--- src/rtl/p2s_pkg.sv ---
// p2s_pkg: shared state encoding and defaults for the parallel-to-serial shifter
package p2s_pkg;
  typedef enum logic [1:0] {
    ST_IDLE  = 2'b00,
    ST_SHIFT = 2'b01,
    ST_PAR   = 2'b10
  } p2s_state_t;
  localparam logic IDLE_BIT_DEFAULT = 1'b1;
endpackage

--- src/rtl/p2s_shifter_if.sv ---
// p2s_shifter_if: word handshake in, serial bit stream out
interface p2s_shifter_if #(parameter int W = 8);
  logic [W-1:0] din;
  logic         din_valid;
  logic         din_ready;
  logic         x;
  logic         sof;
  logic         busy;
  modport master (output din, din_valid, input din_ready, x, sof, busy);
  modport slave  (input din, din_valid, output din_ready, x, sof, busy);
endinterface

--- src/rtl/p2s_bitcnt.sv ---
// p2s_bitcnt: frame-position counter; tc marks the final frame cycle (P2S_PARITY_EN adds one)
module p2s_bitcnt #(
  parameter int W = 8
) (
  input  logic clk,
  input  logic reset,
  input  logic clr,
  input  logic en,
  output logic tc,
  output logic ld
);
  localparam int CW = $clog2(W + 1);
`ifdef P2S_PARITY_EN
  localparam int LAST = W;
`else
  localparam int LAST = W - 1;
`endif
  logic [CW-1:0] cnt;
  always_ff @(posedge clk)
    cnt <= (!reset || clr) ? '0 : en ? cnt + 1'b1 : cnt;
  assign tc = cnt == CW'(LAST);
  assign ld = cnt == CW'(W - 1);
endmodule

--- src/rtl/p2s_shifter.sv ---
// p2s_shifter: W-bit words out MSB first on x; P2S_PARITY_EN appends an even-parity bit
module p2s_shifter
  import p2s_pkg::*;
#(
  parameter int   W        = 8,
  parameter logic IDLE_BIT = IDLE_BIT_DEFAULT
) (
  input logic           clk,
  input logic           reset,
  p2s_shifter_if.slave  bus
);
  p2s_state_t state, state_n;
  logic [W-2:0] sr;
  logic x_q, sof_q, busy_q, ready, take, last, tc, ld;
`ifdef P2S_PARITY_EN
  logic par;
`endif
  p2s_bitcnt #(.W(W)) u_cnt (
    .clk  (clk),
    .reset(reset),
    .clr  (take),
    .en   (state_n != ST_IDLE && !take),
    .tc   (tc),
    .ld   (ld)
  );
  always_comb begin
    ready = reset && (state == ST_IDLE || tc);
    take  = ready && bus.din_valid;
    last  = state == ST_SHIFT && ld;
`ifdef P2S_PARITY_EN
    state_n = take ? ST_SHIFT : last ? ST_PAR : state == ST_PAR ? ST_IDLE : state;
`else
    state_n = take ? ST_SHIFT : last ? ST_IDLE : state;
`endif
  end
  always_ff @(posedge clk)
    state <= reset ? state_n : ST_IDLE;
  // sr holds only the bits not yet on x; the MSB goes straight to x at load
  always_ff @(posedge clk) begin
    if (!reset) begin
      sr     <= '0;
      x_q    <= IDLE_BIT;
      sof_q  <= 1'b0;
      busy_q <= 1'b0;
`ifdef P2S_PARITY_EN
      par    <= 1'b0;
`endif
    end else begin
      sof_q <= take;
      if (take) begin
        sr     <= bus.din[W-2:0];
        x_q    <= bus.din[W-1];
        busy_q <= 1'b1;
`ifdef P2S_PARITY_EN
        par    <= ^bus.din;
`endif
      end else if (state_n == ST_SHIFT) begin
        sr  <= sr << 1;
        x_q <= sr[W-2];
`ifdef P2S_PARITY_EN
      end else if (state_n == ST_PAR) begin
        x_q <= par;
`endif
      end else begin
        x_q    <= IDLE_BIT;
        busy_q <= 1'b0;
      end
    end
  end
  assign bus.din_ready = ready;
  assign bus.x         = x_q;
  assign bus.sof       = sof_q;
  assign bus.busy      = busy_q;
endmodule
--- src/flat_wrapper.sv ---
// flat-port wrapper written by rule: the top's interface ports become plain ports
module p2s_shifter_flat import p2s_pkg::*;
#(
  parameter int   W        = 8,
  parameter logic IDLE_BIT = IDLE_BIT_DEFAULT
)
  (clk, reset, bus_din, bus_din_valid, bus_din_ready, bus_x, bus_sof, bus_busy);
  p2s_shifter_if #(.W(W)) bus_i ();
  input logic clk;
  input logic reset;
  input wire logic [$bits(bus_i.din)-1:0] bus_din;
  input wire logic [$bits(bus_i.din_valid)-1:0] bus_din_valid;
  output wire logic [$bits(bus_i.din_ready)-1:0] bus_din_ready;
  output wire logic [$bits(bus_i.x)-1:0] bus_x;
  output wire logic [$bits(bus_i.sof)-1:0] bus_sof;
  output wire logic [$bits(bus_i.busy)-1:0] bus_busy;
  assign bus_i.din = bus_din;
  assign bus_i.din_valid = bus_din_valid;
  assign bus_din_ready = bus_i.din_ready;
  assign bus_x = bus_i.x;
  assign bus_sof = bus_i.sof;
  assign bus_busy = bus_i.busy;
  p2s_shifter #(.W(W), .IDLE_BIT(IDLE_BIT)) u_core (.clk(clk), .reset(reset), .bus(bus_i));
endmodule
--- config.mk ---
export PLATFORM = sky130hd
export DESIGN_NAME = p2s_shifter_flat
export DESIGN_NICKNAME = d
export VERILOG_FILES = /design/src/rtl/p2s_pkg.sv /design/src/rtl/p2s_shifter_if.sv /design/src/rtl/p2s_bitcnt.sv /design/src/rtl/p2s_shifter.sv /design/src/flat_wrapper.sv
export SDC_FILE = /design/constraint.sdc
export NUM_CORES = 1
export LEC_CHECK = 0
export BUFFER_PORTS_ARGS = -buffer_cell sky130_fd_sc_hd__buf_2
export CAP_MARGIN = 20
export CORE_UTILIZATION = 46
export CTS_CLUSTER_SIZE = 28
export DETAILED_ROUTE_END_ITERATION = 6
export PLACE_DENSITY = 0.72
export SLEW_MARGIN = 20
export SYNTH_ARGS = -nofsm -noshare
export SYNTH_HDL_FRONTEND = slang
export SYNTH_SLANG_ARGS = --single-unit
--- constraint.sdc ---
create_clock -name clk -period 1.42 [get_ports clk]
set_clock_uncertainty 0.1 [all_clocks]
set_input_delay 0 -clock clk [delete_from_list [all_inputs] [get_ports clk]]
set_output_delay 0 -clock clk [all_outputs]
set_load 0.05 [all_outputs]
==> metrics <==
core box area=0.00151 sq mm; Leakage=0.554 nW; Post-DP HPWL=1.17 mm; FF-to-FF setup slack=-0.20 ns; share of power burned in the clock network=25.1%; clk_lat worst skew=0.29 ns; maxcap violations=0; HP Class=in2reg; worst-case vdd ir drop=576 uV; Slew HR=75.3%; Final Hold Viols=0; Sw Pwr=275 uW; Via Count=756; overall die height=42.1 um; PD cells=791 mW/mm^2; GRT Total Usage=23.3%; number of global-route vias before repair=727; n_diodes=0; I/O Buffers=14; Mapped Cells=80; synth unique cells=33; initial antenna violation count=0; Pins Over Slew Limit=0; WL final=2.06 mm; Starting Density=49.1%; Pre-antenna DRT Iters=4; WP data arrival=1.72 ns; # IOs=15; Final min period=1.62 ns; Area contributors post-synth=dfxtp_1 43%, mux2i_1 8.1%, a21oi_1 6.8%; drt drc=0; Worst-Margin Slew=0.369 ns; row count=14; Max H-tree Level=1; hold path depth=5; largest net degree at the start of global routing=13; Int Pwr=688 uW; TritonCTS clock tree=yes; async set-reset flop share out of synthesis=0%; CP required=1.53 ns; cell area after synthesis=739 sq um; clock-pin slew on the worst setup and hold paths=0.09 ns; DRT antenna net count=0; Area growth, synth to finish=64.6%; first-pass GRT wire length=3.03 mm; fin crit share=114%; sequential area share after synthesis=43.3%; flops & latches, synth=16; syn_nets=92; hold_sp=reset; CP endpoint kind=register; fin nets=137; sw frac=28.5%; critical setup path kind=reg2reg; failing checks=setup timing; Final WS setup=-0.196 ns; Root Driver=clkbuf_4; TritonCTS buffer count=3; RR Endpoint=u_core.sr[3]; f_max=619 MHz; crit path launch type=register; drt via density=5.44; EDFF count, synth=0; Hold EP=u_core.u_cnt.cnt[2]; RSZ-0062 raised after global routing=true; Synth top area share=43.3%; Final Power=963 uW; Syn. warnings=0; Clock Path Buffers=2; share of cells above drive strength 1=49.6%; clock sinks=16; Synth Area per Inst=9.24 sq um; sequential power share=50.4%; Die X=42.1 um; WL/cell=14.8 um; Setup violations, final=13; area of the die=0.00177 sq mm; gpl congestion=0.834; FF-to-FF path depth=6; Iteration-0 DRC Markers=10; Comb pwr share=24.5%; CP Max Fanout=12; total gr overflow=0; biggest area consumer among synthesized cells=dfxtp_1; Fin Setup TNS=-1.20 ns; FILL cells=94; status=finished with violations; Critical R2R Launch=u_core.u_cnt.cnt[0]; Main synth FF type=dfxtp_1
worst max-delay path: stages, from the launching register on:
cell,delay [ns]
dfxtp_4,0.37
ha_4,0.17
and3b_2,0.24
o21bai_4,0.23
buf_12,0.16
o21ai_1,0.07
a21oi_1,0.18
cell usage after synthesis (all sizes together) (2+ instances only):
| master | number |
|---|---|
| mux2i | 6 |
| inv | 7 |
| a21oi | 11 |
| nor2 | 8 |
| dfxtp | 16 |
| nand3 | 2 |
| o21ai | 10 |
cell usage in the layout (no fill, tap or decap), types with 2 or more instances in the layout:
cell / count
dfxtp_1: 14
buf_2: 13
dlygate4sd3_1: 12
buf_4: 12
a21oi_1: 7
inv_1: 6
mux2i_1: 6
o21ai_2: 6
nor2_2: 4
buf_6: 4
nor2_4: 3
a21oi_2: 3
clkbuf_4: 3
o21ai_1: 2
o21ai_0: 2
metrics by stage:
stage | hold WS [ns] | util (%) | area, sq um | setup slack (ns) | instances
2_1_floorplan | 0.0426 | - | 769 | 0.00375 | 80
3_3_place_gp | 0.150 | 61.9 | 932 | -0.0292 | 118
3_5_place_dp | 0.154 | 61.9 | 932 | -0.0565 | 118
4_1_cts | 0.154 | 75.8 | 1140 | -0.176 | 137
5_1_grt | 0.231 | 80.8 | 1220 | -0.239 | 139
6_report | 0.185 | 80.8 | 1220 | -0.196 | 139
logic make-up after synthesis:
kind of cell	after synthesis	synth area share (%)
AO/OA/AOI/OAI	29	25.6
adder cells (fa/ha/maj)	1	1.69
buffers and inverters	9	5.08
flip-flops	16	43.3
multiplexers	6	8.12
AND/OR/NAND/NOR	19	16.2
final cells by class:
type	instances	area, sq um	area share (%)
Tap cell	16	20.0	1.64
Inverter	7	26.3	2.16
Sequential cell	16	325	26.7
Multi-Input combinational cell	55	483	39.7
Timing Repair Buffer	42	340	28.0
Clock buffer	3	22.5	1.85
what timing repair did:
| action | 4_1_cts | 5_1_grt |
|---|---|---|
| hold buffers | 12 | 0 |
| setup endpoints to repair | 11 | 16 |
| hold endpoints to repair | 11 | 0 |
| buffers inserted | 4 | 2 |
| pin swaps | 8 | 5 |
| gates resized for setup | 8 | 21 |
worst max-delay path by stage:
stage | slack (ns) | to | startpoint
floorplan | 0.004 | u_core.bus.x | u_core.u_cnt.cnt[0]
global placement | -0.03 | u_core.u_cnt.cnt[3] | u_core.u_cnt.cnt[1]
detailed placement | -0.06 | u_core.sr[5] | u_core.u_cnt.cnt[0]
CTS | -0.18 | bus_din_ready | u_core.u_cnt.cnt[0]
global route | -0.24 | u_core.sr[3] | u_core.u_cnt.cnt[0]
finish | -0.20 | u_core.sr[3] | u_core.u_cnt.cnt[0]
flip-flops by register name, indices dropped and copies added (netlist names):
register / cells
u_core.state: 2
u_core.bus.busy: 1
u_core.u_cnt.cnt: 4
u_core.bus.x: 1
u_core.sr: 7
u_core.bus.sof: 1
layer usage:
metal,GRT usage (%),share of wire [%],up-vias
li1,-,-,377
met1,23.4,40,355
met2,44.7,54,17
met3,3.88,2.3,7
met4,13.1,3.0,0
met5,0,0,-
power by group through the flow:
stage	registers [mW]	clock network (mW)	logic, mW
finish	0.485	0.242	0.236
global route	0.487	0.265	0.252
CTS	0.486	0.251	0.205
detailed placement	0.496	0	0.161
global placement	0.495	0	0.158
floorplan	0.513	0	0.0845
(Power assumes the default switching activity.)
